<file path="config.mk">
export PLATFORM = sky130hd
export DESIGN_NAME = uart_rx_flat
export DESIGN_NICKNAME = d
export VERILOG_FILES = /design/src/rtl/uart_rx_if.sv /design/src/rtl/uart_rx.sv /design/src/flat_wrapper.sv
export SDC_FILE = /design/constraint.sdc
export NUM_CORES = 1
export LEC_CHECK = 0
export CORE_ASPECT_RATIO = 1.25
export CORE_UTILIZATION = 50
export CTS_CLUSTER_DIAMETER = 40
export DETAILED_ROUTE_END_ITERATION = 8
export GPL_TIMING_DRIVEN = 0
export PLACE_DENSITY = 0.74
export SLEW_MARGIN = 20
export SYNTH_ARGS = -nofsm -noshare
export SYNTH_HDL_FRONTEND = slang
export SYNTH_SLANG_ARGS = --single-unit
export TNS_END_PERCENT = 30
</file>
<file path="constraint.sdc">
create_clock -name i_rate -period 1.8 [get_ports i_rate]
set_clock_uncertainty 0.2 [all_clocks]
set_input_delay 0.36 -clock i_rate [delete_from_list [all_inputs] [get_ports i_rate]]
set_output_delay 0.36 -clock i_rate [all_outputs]
set_load 0.005 [all_outputs]
</file>
<file path="src/rtl/uart_rx_if.sv">
// Serial-receive bundle: the line into the receiver and the word/strobe out of it.
// The slave side is the receiver; the master side drives the line and consumes the words.
interface uart_rx_if #(
  parameter int WIDTH_WORD = 8
);
  logic                  i_bit_rx;
  logic                  o_rx_done;
  logic [WIDTH_WORD-1:0] o_data_out;

  modport master (output i_bit_rx, input  o_rx_done, input  o_data_out);
  modport slave  (input  i_bit_rx, output o_rx_done, output o_data_out);
endinterface

</file>
<file path="src/rtl/uart_rx.sv">
// UART receiver clocked by the 16x oversampling tick: start-bit qualify at mid-bit,
// LSB-first data, CANT_BIT_STOP stop bits, one-cycle strobe on a well-framed word.
module uart_rx #(
  parameter int WIDTH_WORD    = 8,
  parameter int CANT_BIT_STOP = 2
) (
  input  logic     i_rate,
  input  logic     i_reset,
  uart_rx_if.slave rx
);

  localparam int MAXB = (WIDTH_WORD > CANT_BIT_STOP) ? WIDTH_WORD : CANT_BIT_STOP;
  localparam int BW   = (MAXB > 1) ? $clog2(MAXB) : 1;

  localparam logic [BW-1:0] LAST_DATA = BW'(WIDTH_WORD - 1);
  localparam logic [BW-1:0] LAST_STOP = BW'(CANT_BIT_STOP - 1);
  localparam logic [BW-1:0] BIT_ONE   = BW'(1);

  localparam logic [1:0] S_IDLE  = 2'd0;
  localparam logic [1:0] S_START = 2'd1;
  localparam logic [1:0] S_DATA  = 2'd2;
  localparam logic [1:0] S_STOP  = 2'd3;

  logic [1:0]            r_state;
  logic [3:0]            r_tick;
  logic [BW-1:0]         r_bit;
  logic [WIDTH_WORD-1:0] r_shift;
  logic                  r_ok;
  logic                  r_done;
  logic [WIDTH_WORD-1:0] r_data;

  logic w_mid;
  assign w_mid = (r_tick == 4'd15);

  always_ff @(posedge i_rate or negedge i_reset) begin
    if (!i_reset) begin
      r_state <= S_IDLE;
      r_tick  <= '0;
      r_bit   <= '0;
      r_shift <= '0;
      r_ok    <= 1'b0;
      r_done  <= 1'b0;
      r_data  <= '0;
    end else begin
      r_done <= 1'b0;
      case (r_state)
        S_IDLE: begin
          if (!rx.i_bit_rx) begin
            r_state <= S_START;
            r_tick  <= '0;
          end
        end
        S_START: begin
          // Qualify the start bit at its midpoint; a high line here was a glitch.
          if (r_tick == 4'd7) begin
            if (!rx.i_bit_rx) begin
              r_state <= S_DATA;
              r_tick  <= '0;
              r_bit   <= '0;
            end else begin
              r_state <= S_IDLE;
            end
          end else begin
            r_tick <= r_tick + 4'd1;
          end
        end
        S_DATA: begin
          if (w_mid) begin
            r_tick  <= '0;
            r_shift <= {rx.i_bit_rx, r_shift[WIDTH_WORD-1:1]};
            if (r_bit == LAST_DATA) begin
              r_state <= S_STOP;
              r_bit   <= '0;
              r_ok    <= 1'b1;
            end else begin
              r_bit <= r_bit + BIT_ONE;
            end
          end else begin
            r_tick <= r_tick + 4'd1;
          end
        end
        S_STOP: begin
          if (w_mid) begin
            r_tick <= '0;
            // Leave at the last stop-bit midpoint so a back-to-back start is not missed.
            if (r_bit == LAST_STOP) begin
              r_state <= S_IDLE;
              r_bit   <= '0;
              if (r_ok && rx.i_bit_rx) begin
                r_data <= r_shift;
                r_done <= 1'b1;
              end
            end else begin
              r_bit <= r_bit + BIT_ONE;
              r_ok  <= r_ok & rx.i_bit_rx;
            end
          end else begin
            r_tick <= r_tick + 4'd1;
          end
        end
        default: r_state <= S_IDLE;
      endcase
    end
  end

  assign rx.o_rx_done  = r_done;
  assign rx.o_data_out = r_data;

endmodule

</file>
<file path="src/flat_wrapper.sv">
// flat-port wrapper written by rule: the top's interface ports become plain ports
module uart_rx_flat 
#(
  parameter int WIDTH_WORD    = 8,
  parameter int CANT_BIT_STOP = 2
)
  (i_rate, i_reset, rx_i_bit_rx, rx_o_rx_done, rx_o_data_out);
  uart_rx_if #(.WIDTH_WORD(WIDTH_WORD)) rx_i ();
  input  logic i_rate;
  input  logic i_reset;
  input wire logic [$bits(rx_i.i_bit_rx)-1:0] rx_i_bit_rx;
  output wire logic [$bits(rx_i.o_rx_done)-1:0] rx_o_rx_done;
  output wire logic [$bits(rx_i.o_data_out)-1:0] rx_o_data_out;
  assign rx_i.i_bit_rx = rx_i_bit_rx;
  assign rx_o_rx_done = rx_i.o_rx_done;
  assign rx_o_data_out = rx_i.o_data_out;
  uart_rx #(.WIDTH_WORD(WIDTH_WORD), .CANT_BIT_STOP(CANT_BIT_STOP)) u_core (.i_rate(i_rate), .i_reset(i_reset), .rx(rx_i));
endmodule
</file>
Word level (Yosys, flattened, before mapping)
Cells that the tools add are included.
- output and inout port bits: 9
- bits in registers: 27
- word-level logic and storage cells: 63
- input port bits: 3
- $add $sub $neg: 2
- reductions and logical operators: 10
- eq/ne operators: 15
- muxes and demuxes: 28
- bitwise operators: 1
- operator list (cell ; count):
    $mux W3 ; 6
    $mux W2 ; 7
    $mux W4 ; 3
    $pmux W4 S3 ; 1
    $ne A2 B1 Y1 const B ; 5
    $reduce_and A5 Y1 ; 2
    $pmux W3 S3 ; 1
    $mux W1 ; 8
    $pmux W2 S4 ; 1
    $ne A2 B2 Y1 const B ; 3
    $reduce_and A6 Y1 ; 1
    $add A4 B1 Y4 const B ; 1
    $eq A2 B2 Y1 const B ; 2
    $eq A4 B3 Y1 const B ; 1
    $eq A4 B4 Y1 const B ; 1
    $reduce_and A4 Y1 ; 1
    $add A3 B1 Y3 const B ; 1
    $eq A3 B1 Y1 const B ; 1
    $eq A3 B3 Y1 const B ; 1
    $reduce_bool A3 Y1 ; 1
    $eq A2 B1 Y1 const B ; 1
    $logic_not A2 Y1 ; 1
    $pmux W1 S2 ; 1
    $reduce_and A2 Y1 ; 1
    other kinds (4) ; 4

Longest topological paths before layout
Gate-level depths: netlist of run 1.
- word-level depth: 5
- mapped depth: 6
- gate-level depth less buffers: 6

Worst setup path after synthesis of run 1
No wires, ideal clock.
- path kind: register -> register
- from: register u_core.r_tick[0]
- to: register u_core.r_data[0] (netlist: u_core.rx.o_data_out[0])
- stages on the path, launching flop included: 5
- path buffers: 0
- required time: 1.475 ns
- slack: -0.039 ns
- setup time: 0.125 ns
- arrival time: 1.514 ns
- clock period less this slack: 1.839 ns
- path through: dfrtp_1 ha_1 nand4_1 nor3_4 mux2_2
- longest elaborated chain between the ends: 2
- RTL lines (what ; RTL line ; text):
    from (decl) ; uart_rx.sv:25 ; logic [3:0] r_tick;
    from (signal assigned) ; uart_rx.sv:64 ; r_tick <= r_tick + 4'd1;
    from (signal assigned) ; uart_rx.sv:79 ; r_tick <= r_tick + 4'd1;
    from (signal assigned) ; uart_rx.sv:98 ; r_tick <= r_tick + 4'd1;
    $eq A4 B4 Y1 ; uart_rx.sv:33 ; assign w_mid = (r_tick == 4'd15);
    $reduce_and A4 Y1 (no line) ; - ;
    to (signal assigned) ; uart_rx.sv:90 ; r_data <= r_shift;
    to (decl) ; uart_rx.sv:30 ; logic [WIDTH_WORD-1:0] r_data;
No other way between the ends.
A chain may end at the register's enable or synchronous reset.

Final worst setup path of run 1
- from: register u_core.r_bit[1]
- to: register u_core.r_data[0] (netlist: u_core.rx.o_data_out[0])
- longest elaborated chain between the ends: 2
- RTL lines (what ; RTL line ; text):
    from (decl) ; uart_rx.sv:26 ; logic [BW-1:0] r_bit;
    from (signal assigned) ; uart_rx.sv:76 ; r_bit <= r_bit + BIT_ONE;
    from (signal assigned) ; uart_rx.sv:94 ; r_bit <= r_bit + BIT_ONE;
    $eq A3 B1 Y1 ; uart_rx.sv:86 ; if (r_bit == LAST_STOP) begin
    $reduce_and A4 Y1 (no line) ; - ;
No other way between the ends.

==> reports/summary.md, run 1 <==
The die boundary height was 58.13 um; the layout net count was 143. The global-route congestion overflow total is 0. The tools report the post-route total power as 893.9 uW. The commonest register cell after synthesis is sky130_fd_sc_hd__dfrtp_1.

After technology mapping, the gate count stands at 111. Mean cell area of the mapped netlist: 11.35 sq um. The count of nets left with antenna violations once routing finished came out at 0. The finished cells cover 0.001604 sq mm. The run gives 0.6155 as the worst max-slew margin expressed relative to the limit. For the area of the mapped netlist, the log shows 0.001260 sq mm. The initial antenna violation count came out at 0. The run finished, with violations left. After legalization and detailed placement, the total HPWL measured 1555 um.

Entering global routing, the biggest net connects 28 pins. The final hold violation count came out at 0. After clock tree synthesis, the clock-pin slew on the worst setup and hold paths is 150 ps. In the routed design, unresolved DRC markers number 0. The tools report the TritonCTS buffer count as 3. Dividing the detail-routed wire length by the instance count gives 14.51 um.

The clock root buffer is sky130_fd_sc_hd__clkbuf_4. For the final hold slack, the log shows 324.2 ps. The setup TNS is -510.7 ps, and the async set or reset register ratio after synthesis is 1.000.

In this run the worst path has a maximum fanout of 4. The final cell utilization of the core was 0.6677. STA classifies the critical path endpoint as a flop.

Number of pins exceeding their max-slew limit in the final report: 0. The routed layout has 960 vias. Using the TritonRoute via totals, the vias-per-cell ratio works out to 5.714.

The signed area change from the synthesized netlist to the final layout is 27.31%, and the ratio of cells with drive above 1 in the final layout is 0.2815. For this block, the initial DRC count from the detailed router was 25. Die width: 46.90 um. The post-place instance area was 0.001409 sq mm. The final weighted congestion of routability-driven global placement was 0.8358; the minimum setup slack in the final design was -55.07 ps. The run gives 1830 ps as the data required time of the worst path.

The sequential-to-total area share from yosys stat was 0.5362; the first-pass GRT wire length was 3981 um. Post-synthesis sequential element count: 27. Critical path class: reg2reg. For the number of global-route vias before repair, the log shows 921. The kind of cell with the highest combined delay along the critical path is simple AND/OR/NAND/NOR gates. Yosys mapped the design onto 29 distinct sky130hd cell types. The area of the core was 0.002402 sq mm; the worst-case clock buffer depth was 2. The total number of H-tree levels came out at 1. Critical-path cell with the highest stage delay: sky130_fd_sc_hd__dfrtp_1. The total of buffers placed on input and output ports came out at 11. Yosys mapped a number of flops with a built-in enable equal to 0.

Setup repair after global routing could not meet its margin everywhere. At the pin with the least slew margin, the transition time is 576.8 ps. TritonCTS built the clock tree. Before antenna repair, the detailed router went through 4 iterations.

The number of sinks handled by clock tree synthesis was 27. When the netlist entered floorplanning its net count stood at 118. The worst path in the final design needs a cycle of 1855 ps, including I/O delays and setup. For the starting density of the core, the log shows 0.5245. The top-level I/O count is 12. In this run the worst hold path is classified as reg2reg. The final reports fail on setup timing.

The logs give 0.2029 for the global-route total usage across every layer and 0.6138 mV for the peak supply drop. STA classifies the critical path startpoint as a flop. The tools report the area enclosed by the die boundary as 0.002726 sq mm. The areal power density over the cells is 557.3 mW/mm^2. The floorplan has 20 rows. Based on the critical path, the design can be clocked at up to 539.1 MHz. For the arrival time of data at the critical path endpoint, the log shows 1880 ps. The critical path goes through inv_2 > ha_4 > nand3b_1 > nor3_4 > buf_6 > mux2_4. The share of the clock period used by the worst path after layout works out to 1.031. The buffering stage count on the worst path with inverters included works out to 2. The worst-skew pair later-pin latency came out at 330 ps. Setup violations remaining at the end of the flow were counted as 16.

The final layout contains routed wiring with a total length of 2437 um. During synthesis, Yosys emitted a total of 0 warnings. The tools report the number of antenna repair diodes as 0. The analysis attributes to cell leakage a power of 0.0009113 uW. For this run, the slowest stage of the critical path takes 420 ps.

The max-capacitance violation count was 0.
## power by group
group | internal [uW] | leakage (uW) | switching, uW
combinational | 4.01 | 0.000552 | 15.2
clock | 85.2 | 0.0000139 | 182
sequential | 607 | 0.000345 | 0.419
total | 697 | 0.000911 | 197
## placed cells by master, fill, tap and decap left out, drive strengths merged, types with 2 or more instances in the layout
master,n
dfrtp,27
mux2,17
nor2,10
dlymetal6s2s,9
nand2,9
buf,9
o21ai,6
clkbuf,6
a21oi,5
nand3,4
ha,4
inv,3
nor3,3
nor2b,2
nand2b,2
a31oi,2
a21o,2
## metrics by stage
step	cells	worst slack, ps
CTS	167	-26.19
global route	168	-136.6
global placement	155	-466.9
floorplan	111	8.846
finish	168	-55.07
detailed placement	155	-469.5
## cell type report
class                           instances  area [sq um]
Buffer                                  3         11.26
Clock buffer                            3         22.52
Clock inverter                          1         7.507
Fill cell                             191         798.3
Inverter                                3         11.26
Multi-Input combinational cell         78         629.4
Sequential cell                        27         676.9
Tap cell                               33         41.29
Timing Repair Buffer                   20         203.9
## what timing repair did
item	4_1_cts	5_1_grt
gates resized for setup	4	24
hold endpoints to repair	27	0
endpoints found under the setup margin	18	32
pin swaps	4	4
hold buffers	1	0
setup buffers	7	1
## registers in the layout, summed over array words and instances, names as in the netlist, named ones only
name and flops:
u_core.rx.o_data_out 8, u_core.r_shift 8, u_core.rx.o_rx_done 1, u_core.r_ok 1, u_core.r_bit 3, u_core.r_tick 4, u_core.r_state 1
## kinds of logic after synthesis
family / after synthesis / share of synthesized area
AND/OR/NAND/NOR: 36 / 0.1510
flip-flops: 27 / 0.5362
AO/OA/AOI/OAI: 21 / 0.1033
multiplexers: 17 / 0.1519
buffers and inverters: 6 / 0.01787
adder cells (fa/ha/maj): 4 / 0.03972
## path summary, 6_finish.rpt
check | slack [ps] | startpoint | cells past startpoint | to
min | 320 | u_core.rx.o_data_out[1] | 1 | u_core.rx.o_data_out[1]
min in group asynchronous | 340 | i_reset | 2 | u_core.r_tick[3]
max in group asynchronous | 660 | i_reset | 2 | u_core.r_bit[0]
max reg2reg | -60 | u_core.r_bit[1] | 6 | u_core.rx.o_data_out[0]
min reg2reg | 320 | u_core.rx.o_data_out[1] | 1 | u_core.rx.o_data_out[1]
max | -60 | u_core.r_bit[1] | 6 | u_core.rx.o_data_out[0]
## per-layer routing
metal	vias up	wire, um	GRT usage
li1	452	-	-
met2	27	1233	0.3433
met3	5	84	0.02804
met1	476	1087	0.2546
met5	-	0	0
met4	0	32	0.07755
## worst reg2reg max path, stage by stage (launching register included)
cell	delay [ps]
sky130_fd_sc_hd__dfrtp_1	420
sky130_fd_sc_hd__inv_2	80
sky130_fd_sc_hd__ha_4	150
sky130_fd_sc_hd__nand3b_1	180
sky130_fd_sc_hd__nor3_4	260
sky130_fd_sc_hd__buf_6	160
sky130_fd_sc_hd__mux2_4	300
## cell usage after synthesis, drive strengths merged, types with 3 or more instances
library cell | count | area, sq um
a21oi | 5 | 25.02
clkbuf | 3 | 11.26
dfrtp | 27 | 675.7
ha | 4 | 50.05
inv | 3 | 11.26
mux2 | 17 | 191.4
nand2 | 9 | 33.78
nand3 | 4 | 20.02
nor2 | 10 | 40.04
nor3 | 3 | 26.28
o21ai | 6 | 30.03
Power figures use the tool's default switching activity.
==> run 2: changes to the inputs <==
CORE_ASPECT_RATIO = 0.75   (was 1.25)
SKIP_LAST_GASP = 1   (was not set)
==> reports/summary.md, run 2 (synthesized netlist as in run 1, its figures left out) <==
The run gives 1165 um (was 1087 um) as the detailed-route wire length on metal 1. The data required time of the worst path is 1820 ps (was 1830 ps), and the transition time at the pin with the least slew margin is 592.6 ps (was 576.8 ps). The final critical-path required period is 1847 ps (was 1855 ps).

Buffering stage count on the worst path with inverters included: 2 (unchanged). Nature of the critical path startpoint: a flop (unchanged). The critical path class was reg2reg (unchanged). For the first-pass GRT wire length, the log shows 4098 um (was 3981 um).

The top-level I/O count is 12 (unchanged). The area of the core came out at 0.002346 sq mm (was 0.002402 sq mm). Setup repair after global routing could not meet its margin everywhere.

The post-detailed-route DRC marker count was 0 (unchanged). The fmax was 541.4 MHz (was 539.1 MHz). The class of the most critical hold timing path is reg2reg (unchanged). The run gives 0 (unchanged) as the max-capacitance violation count.

The global-route congestion overflow total is 0 (unchanged). The total number of H-tree levels was 1 (unchanged); the ratio of cells with drive above 1 in the final layout was 0.2647 (was 0.2815). The die boundary height was 45.48 um (was 58.13 um).

The family with the most delay on the worst path was simple AND/OR/NAND/NOR gates (unchanged). The final hold violation count was 0 (unchanged); the number of pins exceeding their max-slew limit in the final report was 0 (unchanged). Arrival time of data at the critical path endpoint: 1870 ps (was 1880 ps).

The clock root buffer was sky130_fd_sc_hd__clkbuf_4 (unchanged). Cell breakdown of the critical path: inv_2 > ha_4 > nand3b_1 > nor3_4 > buf_6 > mux2_4 (unchanged). The filler-free cell count of the finished design was 170 (was 168); the area enclosed by the die boundary was 0.002727 sq mm (was 0.002726 sq mm). The areal power density over the cells is 564.6 mW/mm^2 (was 557.3 mW/mm^2). The die width came out at 59.97 um (was 46.90 um).

Number of sinks handled by clock tree synthesis: 27 (unchanged). Violations in the final reports: setup timing (unchanged). Signed area change from the synthesized netlist to the final layout: 25.32% (was 27.31%). The post-CTS clock slew at the launch and capture registers of the worst setup and hold paths was 150 ps (about the same); the largest stage delay on the critical path was 420 ps (about the same). The total of buffers placed on input and output ports is 11 (unchanged), and the number of antenna repair diodes is 0 (unchanged).

Post-route total power: 891.5 uW (was 893.9 uW). Worst-skew pair later-pin latency: 330 ps (about the same). The mean number of vias per cell works out to 5.547 (was 5.714).

The run gives 876 (was 921) as the number of global-route vias before repair. The share of the clock period used by the worst path after layout is 1.026 (was 1.031). For the final weighted congestion of routability-driven global placement, the log shows 0.8461 (was 0.8358). Most frequent cells in the layout: sky130_fd_sc_hd__dfrtp_1, sky130_fd_sc_hd__nand2_1, sky130_fd_sc_hd__nor2_1, sky130_fd_sc_hd__mux2_2, sky130_fd_sc_hd__clkdlybuf4s50_1 (was sky130_fd_sc_hd__dfrtp_1, sky130_fd_sc_hd__nor2_1, sky130_fd_sc_hd__mux2_2, sky130_fd_sc_hd__dlymetal6s2s_1). The post-place instance area was 0.001410 sq mm (was 0.001409 sq mm). TritonCTS built the clock tree. The tools report the maximum number of pins on one net before global-route repair as 28 (unchanged). The global-route total usage across every layer came out at 0.2114 (was 0.2029). The flow ran to the end, but the final reports show violations. Most common library cell in the layout ignoring fill and taps: sky130_fd_sc_hd__dfrtp_1 (unchanged). The run gives 15 (was 20) as the number of cell rows. The final hold slack is 321.4 ps (was 324.2 ps), and the length of routed met2 wiring is 1230 um (was 1233 um).

The critical-path cell with the highest stage delay is sky130_fd_sc_hd__dfrtp_1 (unchanged). The TritonCTS buffer count came out at 3 (unchanged). The final standard cell area without fillers was 0.001579 sq mm (was 0.001604 sq mm); the amount of wire on met3 after detailed routing was 161 um (was 84 um).

The logs give 0 (unchanged) for the residual antenna-violating net count after detailed routing and 943 (was 960) for the number of vias after detailed routing. Starting density of the core: 0.5371 (was 0.5245). The tools report the critical path capture point type as a flop (unchanged). The leakage component of the power is 0.0007458 uW (was 0.0009113 uW). The tools report the final cell utilization of the core as 0.6731 (was 0.6677). For the total area of multi-input combinational cells, the log shows 621.8 sq um (was 629.4 sq um).

The routed wire length per instance was 15.18 um (was 14.51 um). The logs give 676.9 sq um (unchanged) for the area of all sequential standard cells and 2 (unchanged) for the worst-case clock buffer depth. Routed wire length: 2581 um (was 2437 um).

The count of final setup violators was 9 (was 16); the minimum setup slack in the final design was -47.14 ps (was -55.07 ps). The peak supply drop was 0.6125 mV (was 0.6138 mV). The fill cell instance count of the final layout came out at 201 (was 191).

Detailed placement HPWL: 1634 um (was 1555 um). Register-to-register setup slack: -50 ps (was -60 ps). The number of search-and-repair iterations in the first detailed-routing pass was 4 (unchanged). The run gives 156 (was 155) as the post-placement cell count.

The violation count after the first detailed-route iteration was 39 (was 25); the maximum fanout along the worst path was 4 (unchanged). The initial antenna violation count came out at 0 (unchanged). For the worst max-slew margin expressed relative to the limit, the log shows 0.6049 (was 0.6155). The layout net count came out at 144 (was 143).

The highest routing layer actually used is met4 (unchanged).
==> run 2: worst paths after layout <==
| path | start | end | cells past startpoint |
|---|---|---|---|
| worst max-delay path | u_core.r_bit[1] | u_core.rx.o_data_out[4] | 6 |
| worst min-delay path | u_core.r_ok | u_core.r_ok | 2 |
| worst max register to register | u_core.r_bit[1] | u_core.rx.o_data_out[4] | 6 |
| worst min register to register | u_core.r_ok | u_core.r_ok | 2 |
| max in group asynchronous | i_reset | u_core.r_bit[0] | 2 |
| min in group asynchronous | i_reset | async pin | 2 |
==> run 2: cell type report <==
type / count / share of cell area
Tap cell: 34 / 0.02694
Sequential cell: 27 / 0.4287
Inverter: 3 / 0.007132
Multi-Input combinational cell: 78 / 0.3938
Timing Repair Buffer: 21 / 0.1197
Clock buffer: 4 / 0.01664
Buffer: 3 / 0.007132
==> run 2: worst reg2reg max path, stage by stage, from the launching register on <==
cell and delay [ps]:
sky130_fd_sc_hd__dfrtp_1 420, sky130_fd_sc_hd__inv_2 70, sky130_fd_sc_hd__ha_4 120, sky130_fd_sc_hd__nand3b_1 190, sky130_fd_sc_hd__nor3_4 280, sky130_fd_sc_hd__buf_6 160
sky130_fd_sc_hd__mux2_4 300
==> run 2: per-layer routing <==
metal,vias to the layer above,global-route usage
met1,457,0.2870
li1,447,-
met3,4,0.06250
met5,-,0
met2,35,0.3267
met4,0,0.06977
==> run 2: timing repair <==
item,CTS,global route
buffers inserted,7,2
endpoints found under the setup margin,18,23
pin swaps,3,1
endpoints found under the hold margin,27,0
hold buffers,1,0
gates resized for setup,7,10
==> run 2: power by group <==
group / internal [uW] / switching, uW / leakage [uW]
combinational: 4.02 / 15.5 / 0.000386
clock: 86.9 / 177 / 0.0000150
sequential: 607 / 0.358 / 0.000345
==> run 2: through the flow <==
stage               worst slack [ps]  setup TNS (ps)
CTS                           -16.32          -35.92
detailed placement            -520.6           -6121
global route                  -120.9           -1417
global placement              -464.3          -10290
finish                        -47.14          -277.1
floorplan                      8.846               0
==> run 3: changes to the inputs <==
ABC_CLOCK_PERIOD_IN_PS = 1800   (was not set)
==> results of run 3 <==
Final layout, timing and power as in run 2 (identical DEF).
